### config.mk
export PLATFORM = sky130hd
export DESIGN_NAME = vga_timing_gen
export DESIGN_NICKNAME = d
export VERILOG_FILES = /design/src/rtl/vga_timing_gen.sv
export SDC_FILE = /design/constraint.sdc
export NUM_CORES = 1
export LEC_CHECK = 0
export BUFFER_PORTS_ARGS = -buffer_cell sky130_fd_sc_hd__buf_2
export CORE_UTILIZATION = 32
export CTS_CLUSTER_SIZE = 30
export DETAILED_ROUTE_END_ITERATION = 16
export SLEW_MARGIN = 20
export SYNTH_ARGS = -nofsm -noshare
export SYNTH_HDL_FRONTEND = slang
export SYNTH_SLANG_ARGS = --single-unit
### constraint.sdc
create_clock -name clk -period 2.7 [get_ports clk]
set_input_delay 0.27 -clock clk [delete_from_list [all_inputs] [get_ports clk]]
set_output_delay 0.27 -clock clk [all_outputs]
set_load 0.02 [all_outputs]
### src/rtl/vga_timing_gen.sv
// Parametrised raster timing generator: single-cycle pixel enable, horizontal and vertical
// position counters, and registered sync / display-enable / coordinate / strobe outputs.
module vga_timing_gen #(
  parameter int CLK_DIV  = 2,
  parameter int H_ACTIVE = 640,
  parameter int H_FP     = 16,
  parameter int H_SYNC   = 96,
  parameter int H_BP     = 48,
  parameter int V_ACTIVE = 480,
  parameter int V_FP     = 10,
  parameter int V_SYNC   = 2,
  parameter int V_BP     = 33,
  parameter bit HS_POL   = 1'b0,
  parameter bit VS_POL   = 1'b0,
  parameter int XW       = 10,
  parameter int YW       = 9
) (
  input  logic          clk,
  input  logic          rst,
  input  logic          en,
  output logic          pix_en,
  output logic          h_sync,
  output logic          v_sync,
  output logic          de,
  output logic [XW-1:0] x,
  output logic [YW-1:0] y,
  output logic          line_start,
  output logic          frame_start
);

  localparam int H_TOTAL = H_ACTIVE + H_FP + H_SYNC + H_BP;
  localparam int V_TOTAL = V_ACTIVE + V_FP + V_SYNC + V_BP;
  localparam int HW      = (H_TOTAL > 1) ? $clog2(H_TOTAL) : 1;
  localparam int VW      = (V_TOTAL > 1) ? $clog2(V_TOTAL) : 1;
  localparam int DW      = (CLK_DIV > 1) ? $clog2(CLK_DIV) : 1;

  localparam logic [DW-1:0] DIV_LAST = DW'(CLK_DIV - 1);
  localparam logic [HW-1:0] H_LAST   = HW'(H_TOTAL - 1);
  localparam logic [VW-1:0] V_LAST   = VW'(V_TOTAL - 1);

  localparam int HS_START = H_ACTIVE + H_FP;
  localparam int HS_END   = H_ACTIVE + H_FP + H_SYNC;
  localparam int VS_START = V_ACTIVE + V_FP;
  localparam int VS_END   = V_ACTIVE + V_FP + V_SYNC;

  generate
    if (CLK_DIV < 1) begin : g_bad_clk_div
      $error("vga_timing_gen: CLK_DIV must be at least 1");
    end
    if (XW < $clog2(H_ACTIVE)) begin : g_bad_xw
      $error("vga_timing_gen: XW too narrow for H_ACTIVE");
    end
    if (YW < $clog2(V_ACTIVE)) begin : g_bad_yw
      $error("vga_timing_gen: YW too narrow for V_ACTIVE");
    end
  endgenerate

  logic [DW-1:0] r_div_cnt;
  logic [HW-1:0] r_h_cnt;
  logic [VW-1:0] r_v_cnt;
  logic          r_pix_en;
  logic          r_h_sync;
  logic          r_v_sync;
  logic          r_de;
  logic [XW-1:0] r_x;
  logic [YW-1:0] r_y;
  logic          r_line_start;
  logic          r_frame_start;

  logic [DW-1:0] w_div_nxt;
  logic [HW-1:0] w_h_nxt;
  logic [VW-1:0] w_v_nxt;
  logic          w_adv;
  logic          w_pix_nxt;
  logic          w_h_act;
  logic          w_v_act;
  logic          w_hs_on;
  logic          w_vs_on;
  logic          w_ls_nxt;
  logic          w_fs_nxt;

  // Next divider/position values; outputs are decoded from these so they land with the counters.
  always_comb begin
    w_div_nxt = r_div_cnt;
    w_h_nxt   = r_h_cnt;
    w_v_nxt   = r_v_cnt;
    w_adv     = en && r_pix_en;

    if (r_div_cnt == DIV_LAST) begin
      w_div_nxt = {DW{1'b0}};
    end else begin
      w_div_nxt = r_div_cnt + DW'(1);
    end

    if (w_adv) begin
      if (r_h_cnt == H_LAST) begin
        w_h_nxt = {HW{1'b0}};
        if (r_v_cnt == V_LAST) begin
          w_v_nxt = {VW{1'b0}};
        end else begin
          w_v_nxt = r_v_cnt + VW'(1);
        end
      end else begin
        w_h_nxt = r_h_cnt + HW'(1);
        w_v_nxt = r_v_cnt;
      end
    end else begin
      w_h_nxt = r_h_cnt;
      w_v_nxt = r_v_cnt;
    end
  end

  // Region decode of the next position.
  always_comb begin
    w_pix_nxt = (w_div_nxt == DIV_LAST);
    w_h_act   = (int'(w_h_nxt) < H_ACTIVE);
    w_v_act   = (int'(w_v_nxt) < V_ACTIVE);
    w_hs_on   = (int'(w_h_nxt) >= HS_START) && (int'(w_h_nxt) < HS_END);
    w_vs_on   = (int'(w_v_nxt) >= VS_START) && (int'(w_v_nxt) < VS_END);
    w_ls_nxt  = w_adv && (w_h_nxt == {HW{1'b0}});
    w_fs_nxt  = w_ls_nxt && (w_v_nxt == {VW{1'b0}});
  end

  // State and output registers; a freeze holds everything but clears the strobes.
  always_ff @(posedge clk or negedge rst) begin
    if (!rst) begin
      r_div_cnt     <= {DW{1'b0}};
      r_h_cnt       <= H_LAST;
      r_v_cnt       <= V_LAST;
      r_pix_en      <= 1'b0;
      r_h_sync      <= ~HS_POL;
      r_v_sync      <= ~VS_POL;
      r_de          <= 1'b0;
      r_x           <= {XW{1'b0}};
      r_y           <= {YW{1'b0}};
      r_line_start  <= 1'b0;
      r_frame_start <= 1'b0;
    end else if (en) begin
      r_div_cnt     <= w_div_nxt;
      r_h_cnt       <= w_h_nxt;
      r_v_cnt       <= w_v_nxt;
      r_pix_en      <= w_pix_nxt;
      r_h_sync      <= w_hs_on ? HS_POL : ~HS_POL;
      r_v_sync      <= w_vs_on ? VS_POL : ~VS_POL;
      r_de          <= w_h_act && w_v_act;
      r_x           <= w_h_act ? XW'(w_h_nxt) : {XW{1'b0}};
      r_y           <= w_v_act ? YW'(w_v_nxt) : {YW{1'b0}};
      r_line_start  <= w_ls_nxt;
      r_frame_start <= w_fs_nxt;
    end else begin
      r_line_start  <= 1'b0;
      r_frame_start <= 1'b0;
    end
  end

  assign pix_en      = r_pix_en;
  assign h_sync      = r_h_sync;
  assign v_sync      = r_v_sync;
  assign de          = r_de;
  assign x           = r_x;
  assign y           = r_y;
  assign line_start  = r_line_start;
  assign frame_start = r_frame_start;

endmodule

Word-level counts from Yosys, hierarchy flattened --
Index checks and enable logic that the tools add are counted.
Operators by class: bitwise operators 0, $lt $le $gt $ge 6, equal/unequal tests 2, mux-type cells 12, reduce and logical (&&, ||, !) cells 8, $mul 0, div/mod/pow operators 0, shift-type cells 0, $add $sub $neg 3
Operators by type and width (number):
- 2-to-1 mux 10 bit | 6
- adder 10 x 1 -> 10 bit (second input constant) | 2
- equality test 10 bit (second input constant) | 2
- logical NOT 10 bit | 2
- less-than comparator 10 bit (second input constant) | 2
- less-than comparator 10 x 9 -> 1 bit (second input constant) | 2
- >= comparator 10 bit (second input constant) | 1
- >= comparator 10 x 9 -> 1 bit (second input constant) | 1
- 2-to-1 mux 9 bit | 1
- logical AND 1 bit | 6
- 2-to-1 mux 1 bit | 5
- adder 1 bit (second input constant) | 1
Storage, ports and cells: memory bits (writable) 0, bits in latches 0, bits in registers 45, output and inout bits 25, memories 0, logic and storage cells 41, bits in read-only memories 0, input port bits 3

Logic depth before layout (Yosys ltp) --
Gate-level depths: netlist of the first run.
word-level depth 7, mapped depth 9, gate-level depth less buffers 9

Worst setup path after synthesis of the first run --
OpenSTA, ideal clock, no wires.
path type register to register, start point register r_h_cnt[0], end point register r_de, in the netlist de, period minus slack after synthesis 2.727 ns, setup time 0.135 ns, path buffers 2, cell stages (with the launch flop) 10, arrival time 2.593 ns, required time 2.565 ns, path slack -0.027 ns, cell sequence dfstp_2 ha_1 and4_1 clkbuf_1 nand4_1 or4_1 xnor2_1 and4_1 buf_4 o22ai_1
Between the ends: longest elaborated chain between the ends 5, elaborated cells between the ends (all ways) 9, classes of those cells 1 x add/sub; 2 x order compare; 1 x eq/ne; 4 x mux; 1 x reduce/logical
RTL lines:
- from (decl) | line 59 | logic [HW-1:0] r_h_cnt;
- from (signal assigned) | line 140 | r_h_cnt <= w_h_nxt;
- adder 10 x 1 -> 10 bit / equality test 10 bit (equally long branches) | line 104, 96
- 2-to-1 mux 10 bit | line 96 | if (r_h_cnt == H_LAST) begin
- 2-to-1 mux 10 bit | line 95 | if (w_adv) begin
- less-than comparator 10 bit / less-than comparator 10 x 9 -> 1 bit (equally long branches) | line 116, 117
- logical AND 1 bit (*) | line 145 | r_de <= w_h_act && w_v_act;
- to (signal assigned) | line 145
- to (decl) | line 64 | logic r_de;
Every way passes the cells marked *; elsewhere a longest branch is shown, timed or not. A chain may end at the register's enable or synchronous reset.

Worst setup path in the final report of the first run --
start point register r_h_cnt[0], end point register r_x[5], in the netlist x[5]
Between the ends: longest elaborated chain between the ends 5, elaborated cells between the ends (all ways) 6, classes of those cells 1 x add/sub; 1 x order compare; 1 x eq/ne; 3 x mux
RTL lines:
- adder 10 x 1 -> 10 bit / equality test 10 bit (equally long branches) | line 104, 96
- 2-to-1 mux 10 bit | line 96
- 2-to-1 mux 10 bit (*) | line 95
- less-than comparator 10 bit | line 116 | w_h_act = (int'(w_h_nxt) < H_ACTIVE);
- 2-to-1 mux 10 bit (*) | line 146 | r_x <= w_h_act ? XW'(w_h_nxt) : {XW{1'b0}};
- to (signal assigned) | line 134 | r_x <= {XW{1'b0}};
- to (signal assigned) | line 146
- to (decl) | line 65 | logic [XW-1:0] r_x;
Marked as above.

==> impl_metrics.ini, run 1 <==
[pwr]
p_leak_nw = 1.28
internal_power_mw = 1.12
vdd_ir_drop_max_uv = 434
p_clk_share_pct = 25.1
p_switching_mw = 0.583
seq_power_share_pct = 51.6
sw_frac_of_total_pct = 34.2
p_comb_share_pct = 23.3
power_per_cell_area_nw_per_um2 = 605

[floorplanning]
die_y_um = 87.9
core.rowCount = 30
fp.dieW_um = 87.9
die_area_um2 = 7730
core_area_um2 = 6940
start_util_pct = 34.0
io_pins = 28

[cts]
clock_sinks = 45
clkLatencyLatePin_ns = 0.30
clock_path_buffers = 2
htree_levels = 2
numCtsBuffers = 5
post-cts-setup-buffers = 0
clock-root-buffer = clkbuf_8
cts.clk_slew.worst_paths_ns = 0.09
cts_tree = built

[detailed_routing]
drc = 0
drtIter0Drc = 90
drt-total-wl_um = 5320
wl_per_cell_um = 13.7
via_per_inst = 4.98
ant_nets = 0
vias = 1926
dr.pass1.iters = 4

[synthesis]
yosys.area.top_type = dfrtp_1
yosys-mux-area-fraction_pct = 1.32
synth_edf_count = 0
synthFlopType = dfrtp_1
synthAdderAreaFrac_pct = 1.59
yosysMostFrequentCell = dfrtp_1
synthXorXnorAreaFrac_pct = 5.51
ys_top_cells_by_count = dfrtp_1, inv_1, nand3_1, nand2_1
yosysUniqueCellTypes = 55
synth_simple_gate_area_share_pct = 23.1
synth_compound_area_share_pct = 12.6
syn-num-nets = 255
synth_cells = 249
ys.warnings.count = 0
synth.cell_area_um2 = 2360
yosys.area.top_type_share_pct = 35.0
synth_top_family_by_area = simple AND/OR/NAND/NOR gates
yosysSeqAreaShare_pct = 48.3
avgSynthCellArea_um2 = 9.48
synth_area_leaders = dfrtp_1, dfstp_2, nand3_1
async_reset_ff_share_pct = 100
ys_ff_latch = 45

[placement]
dp_cells = 378
hpwl_um = 3860
portBuffers = 27
place.gp.congestion = 0.881
postPlaceCellArea_um2 = 2710

[timing]
hold_violations = 0
setup_viol = 0
finalMaxSlewViolations = 0
setup_tns_ns = 0
clock_skew_ns = 0.00696
relSlewSlack_pct = 60.8
timing.fmax_ghz = 0.386
fin_hold_ws_ns = 0.257
min_period_ns = 2.59
period_share_pct = 95.9
tightest_slew_ns = 0.583

[status]
outcome = finished clean

[finish]
num-nets-final = 296
insertedDiodeCount = 0
drive_above_1_share_pct = 27.1
area_delta_synth_final_pct = 19.4
stdcell_area_um2 = 2820
final_cells = 387

[critical_path]
cp-start-kind = register
critical_path_class = reg2reg
crit_arrival_ns = 2.79
critPathRequiredTime_ns = 2.90
crit_fanout = 8
cp-end-kind = register

[flow_run]
drv_cap = 0

[global_route]
antenna_found_initial = 0
grt_overflow_total = 0
grtUsageTotal_pct = 14.7
grt_pass1_wl_um = 8760
grt_max_degree = 47
grt_pass1_vias = 1800

[hold_path]
min_path_type = in2reg
registers in the layout, indices dropped and copies added (netlist names):
| register | cells |
|---|---|
| de | 1 |
| frame_start | 1 |
| h_sync | 1 |
| line_start | 1 |
| pix_en | 1 |
| r_h_cnt | 10 |
| r_v_cnt | 10 |
| v_sync | 1 |
| x | 10 |
| y | 9 |
through the flow:
stage	worst slack [ns]	power [mW]	util, %
2_1_floorplan	0.0172	1.16	-
3_3_place_gp	0.104	1.28	39.1
3_5_place_dp	0.0454	1.29	39.1
4_1_cts	0.0364	1.72	40.3
5_1_grt	-0.00459	1.80	40.6
6_report	0.112	1.71	40.6
power by group through the flow:
stage	clock network [mW]	registers (mW)	logic (mW)
after floorplan	0	0.903	0.260
after global placement	0	0.889	0.395
after detailed placement	0	0.891	0.398
after CTS	0.442	0.877	0.401
after global routing	0.459	0.893	0.447
final	0.428	0.880	0.398
worst paths after layout:
path	start	endpoint	slack (ns)	cells past startpoint
worst max register to register	r_h_cnt[0]$_DFFE_PN1P_	x[5]$_DFFE_PN0P_	0.11	7
max in group asynchronous	rst	r_h_cnt[2]$_DFFE_PN1P_	1.81	2
worst min-delay path	en	r_h_cnt[2]$_DFFE_PN1P_	0.26	3
worst min register to register	v_sync$_DFFE_PN1P_	v_sync$_DFFE_PN1P_	0.49	2
worst max-delay path	r_h_cnt[0]$_DFFE_PN1P_	x[5]$_DFFE_PN0P_	0.11	7
min in group asynchronous	rst	y[8]$_DFFE_PN0P_	0.50	2
what timing repair did:
action	CTS	global route
setup endpoints to repair	0	11
hold buffers	0	1
gates resized for setup	0	3
hold endpoints to repair	0	1
per-layer routing:
layer	up-vias	GRT usage, %	share of wire [%]	wire length (µm)
met2	35	22.2	44	2360
met4	0	4.92	1.0	54
met3	4	2.36	3.7	199
met1	924	21.4	51	2700
li1	963	-	-	-
met5	-	0	0	0
logic make-up after synthesis:
group,after synthesis
simple gates,96
flops,45
compound gates,44
buf+inv,44
xor+xnor,14
mux,3
fa+ha+maj,3
area by class of cell:
cell class	instances	area [µm²]
inverter	28	105
fill	686	4120
clock buffer	6	72.6
tap	96	120
timing repair buffer	50	313
clock inverter	2	15.0
multi-input combinational	160	1050
sequential	45	1140
worst max-delay path: stages (launching register included):
cell     delay [ns]
dfstp_2        0.58
ha_1           0.23
nand4_1        0.18
buf_4          0.21
or4_1          0.45
and3_1         0.20
a211o_1        0.39
a31o_1         0.26
cells in the final DEF (no fill, tap or decap), drive strengths merged, types with 2 or more instances in the layout:
cell,instances
nor4,4
ha,3
dfrtp,33
a211oi,2
or4b,2
o21ai,12
inv,28
xnor2,8
a21oi,2
nor4b,2
nor3b,2
nand2,16
xor2,6
clkinvlp,2
a31oi,3
nor3,8
nand3,27
o22ai,11
nor2,13
mux2i,2
o21a,2
nor2b,3
dfstp,12
and4,3
nand4,7
clkbuf,6
buf,49
or4,4
Note: power is estimated with default switching activity, not from simulation.
==> run 2: changes to the inputs <==
Settings changed: REMOVE_ABC_BUFFERS set to 1.
Clock period 2.7 ns to 2.8 ns, I/O delays scaled along.
==> run 2 against run 1 <==
Against the previous run:
- the flow now finishes with violations (hold timing)
- die area is the same
- clock power grew 4%
- critical path depth shrank 1
- first-iteration DRC count shrank 16%
- register-to-register slack gained 0.04 ns
- maximum frequency shrank 2.2%
- cell count shrank 1.0%
- sequential share of layout area grew 0.33 points
- critical path type unchanged
- largest power group unchanged
- highest routed layer unchanged
==> impl_metrics.ini, run 2 (synthesized netlist as in run 1, its figures left out) <==
[critical_path]
path_cells = ha_1 > nand4_1 > or4_1 > and3_1 > a211o_1 > a31o_1
cp_slowest_stage_delay_ns = 0.57
cp-end-kind = register
critPathRequiredTime_ns = 2.99
crit_fanout = 8
critical_path_class = reg2reg
cp-start-kind = register
crit_arrival_ns = 2.84
cpMaxStageDelayCell = dfstp_2

[timing]
setup_viol = 0
relSlewSlack_pct = 61.7
clock_skew_ns = 0.00499
rsz0062_at_grt = no
tightest_slew_ns = 0.574
hold_violations = 33
min_period_ns = 2.65
fin_hold_ws_ns = -0.0303
finalMaxSlewViolations = 0
setup_tns_ns = 0
timing.fmax_ghz = 0.378
period_share_pct = 94.5
finalWorstSetupSlack_ns = 0.155

[floorplanning]
core_area_um2 = 6940
die_area_um2 = 7730
io_pins = 28
core.rowCount = 30
die_y_um = 87.9
start_util_pct = 34.0
fp.dieW_um = 87.9

[cts]
clkLatencyLatePin_ns = 0.30
clock_path_buffers = 2
cts_tree = built
htree_levels = 2
numCtsBuffers = 5
post-cts-setup-buffers = 0
clock-root-buffer = clkbuf_8
cts.clk_slew.worst_paths_ns = 0.09
clock_sinks = 45

[detailed_routing]
ant_nets = 0
drc = 0
drt-total-wl_um = 5310
via_per_inst = 5.05
dr.pass1.iters = 4
drtIter0Drc = 76
vias = 1935
wl_per_cell_um = 13.9

[finish]
area_delta_synth_final_pct = 18.5
drive_above_1_share_pct = 26.5
insertedDiodeCount = 0
num-nets-final = 292
fin_util_pct = 40.3
seq_area_um2 = 1140
multi_input_area_um2 = 1050
layout_commonest_cell = dfrtp_1
fill_cells = 726
layout_common_cells = dfrtp_1, inv_1, nand3_1, buf_2, buf_4

[placement]
portBuffers = 27
place.gp.congestion = 0.896
hpwl_um = 3860
place_ws_ns = 0.135

[status]
outcome = finished with violations
violations = hold timing

[hold_path]
min_path_type = in2async

[global_route]
grt_pass1_vias = 1856
grt_overflow_total = 0
antenna_found_initial = 0
grtUsageTotal_pct = 15.0
grt_max_degree = 46
grt_pass1_wl_um = 8960

[pwr]
p_leak_nw = 1.27
vdd_ir_drop_max_uv = 367
power_per_cell_area_nw_per_um2 = 600

[flow_run]
drv_cap = 0
-- run 2: path summary, 6_finish.rpt --
kind                                        start                  to  slack (ns)  depth (start not counted)
setup / recovery           r_h_cnt[0]$_DFFE_PN1P_    x[5]$_DFFE_PN0P_        0.15                          6
hold / removal                                rst    y[1]$_DFFE_PN0P_       -0.03                          1
setup reg to reg           r_h_cnt[0]$_DFFE_PN1P_    x[5]$_DFFE_PN0P_        0.15                          6
hold reg to reg                  x[3]$_DFFE_PN0P_    x[3]$_DFFE_PN0P_        0.52                          2
max in group asynchronous                     rst  h_sync$_DFFE_PN1P_        2.43                          1
min in group clk                               en    x[0]$_DFFE_PN0P_        0.49                          3
-- run 2: repair_timing --
| action | CTS | global route |
|---|---|---|
| setup endpoints to repair | 0 | 11 |
| gates resized for setup | 0 | 2 |
| hold buffers | 0 | 0 |
-- run 2: final cells by class --
class	instances	area share (%)
Timing Repair Buffer	46	10.0
Inverter	28	3.76
Tap cell	96	4.29
Clock buffer	7	3.44
Sequential cell	45	40.8
Multi-Input combinational cell	160	37.5
Clock inverter	1	0.179
-- run 2: stage by stage --
stage / instances / power (mW) / instance area (µm²) / hold WS (ns)
after floorplan: 233 / 1.10 / 2290 / -0.0156
after global placement: 375 / 1.24 / 2680 / 0.479
after detailed placement: 375 / 1.25 / 2680 / 0.503
after CTS: 383 / 1.70 / 2790 / 0.182
after global routing: 383 / 1.78 / 2800 / 0.0185
final: 383 / 1.68 / 2800 / -0.0303
-- run 2: per-layer routing --
| metal | share of wire [%] | GRT usage (%) | vias to the layer above |
|---|---|---|---|
| li1 | - | - | 955 |
| met1 | 48 | 20.3 | 941 |
| met2 | 49 | 25.2 | 34 |
| met3 | 3.3 | 3.39 | 5 |
| met4 | 0.30 | 2.09 | 0 |
| met5 | 0 | 0 | - |
-- run 2: where the power goes --
group	switching [mW]	internal, mW	leakage [nW]
Combinational	0.233	0.151	0.659
Sequential	0.0953	0.756	0.554
Clock	0.222	0.223	0.0542
-- run 2: critical path: cells and delay by family (launching register included) --
kind	cells	cell delay (ns)
simple gates	3	1.07
compound gates	2	0.66
flops	1	0.57
fa+ha+maj	1	0.23
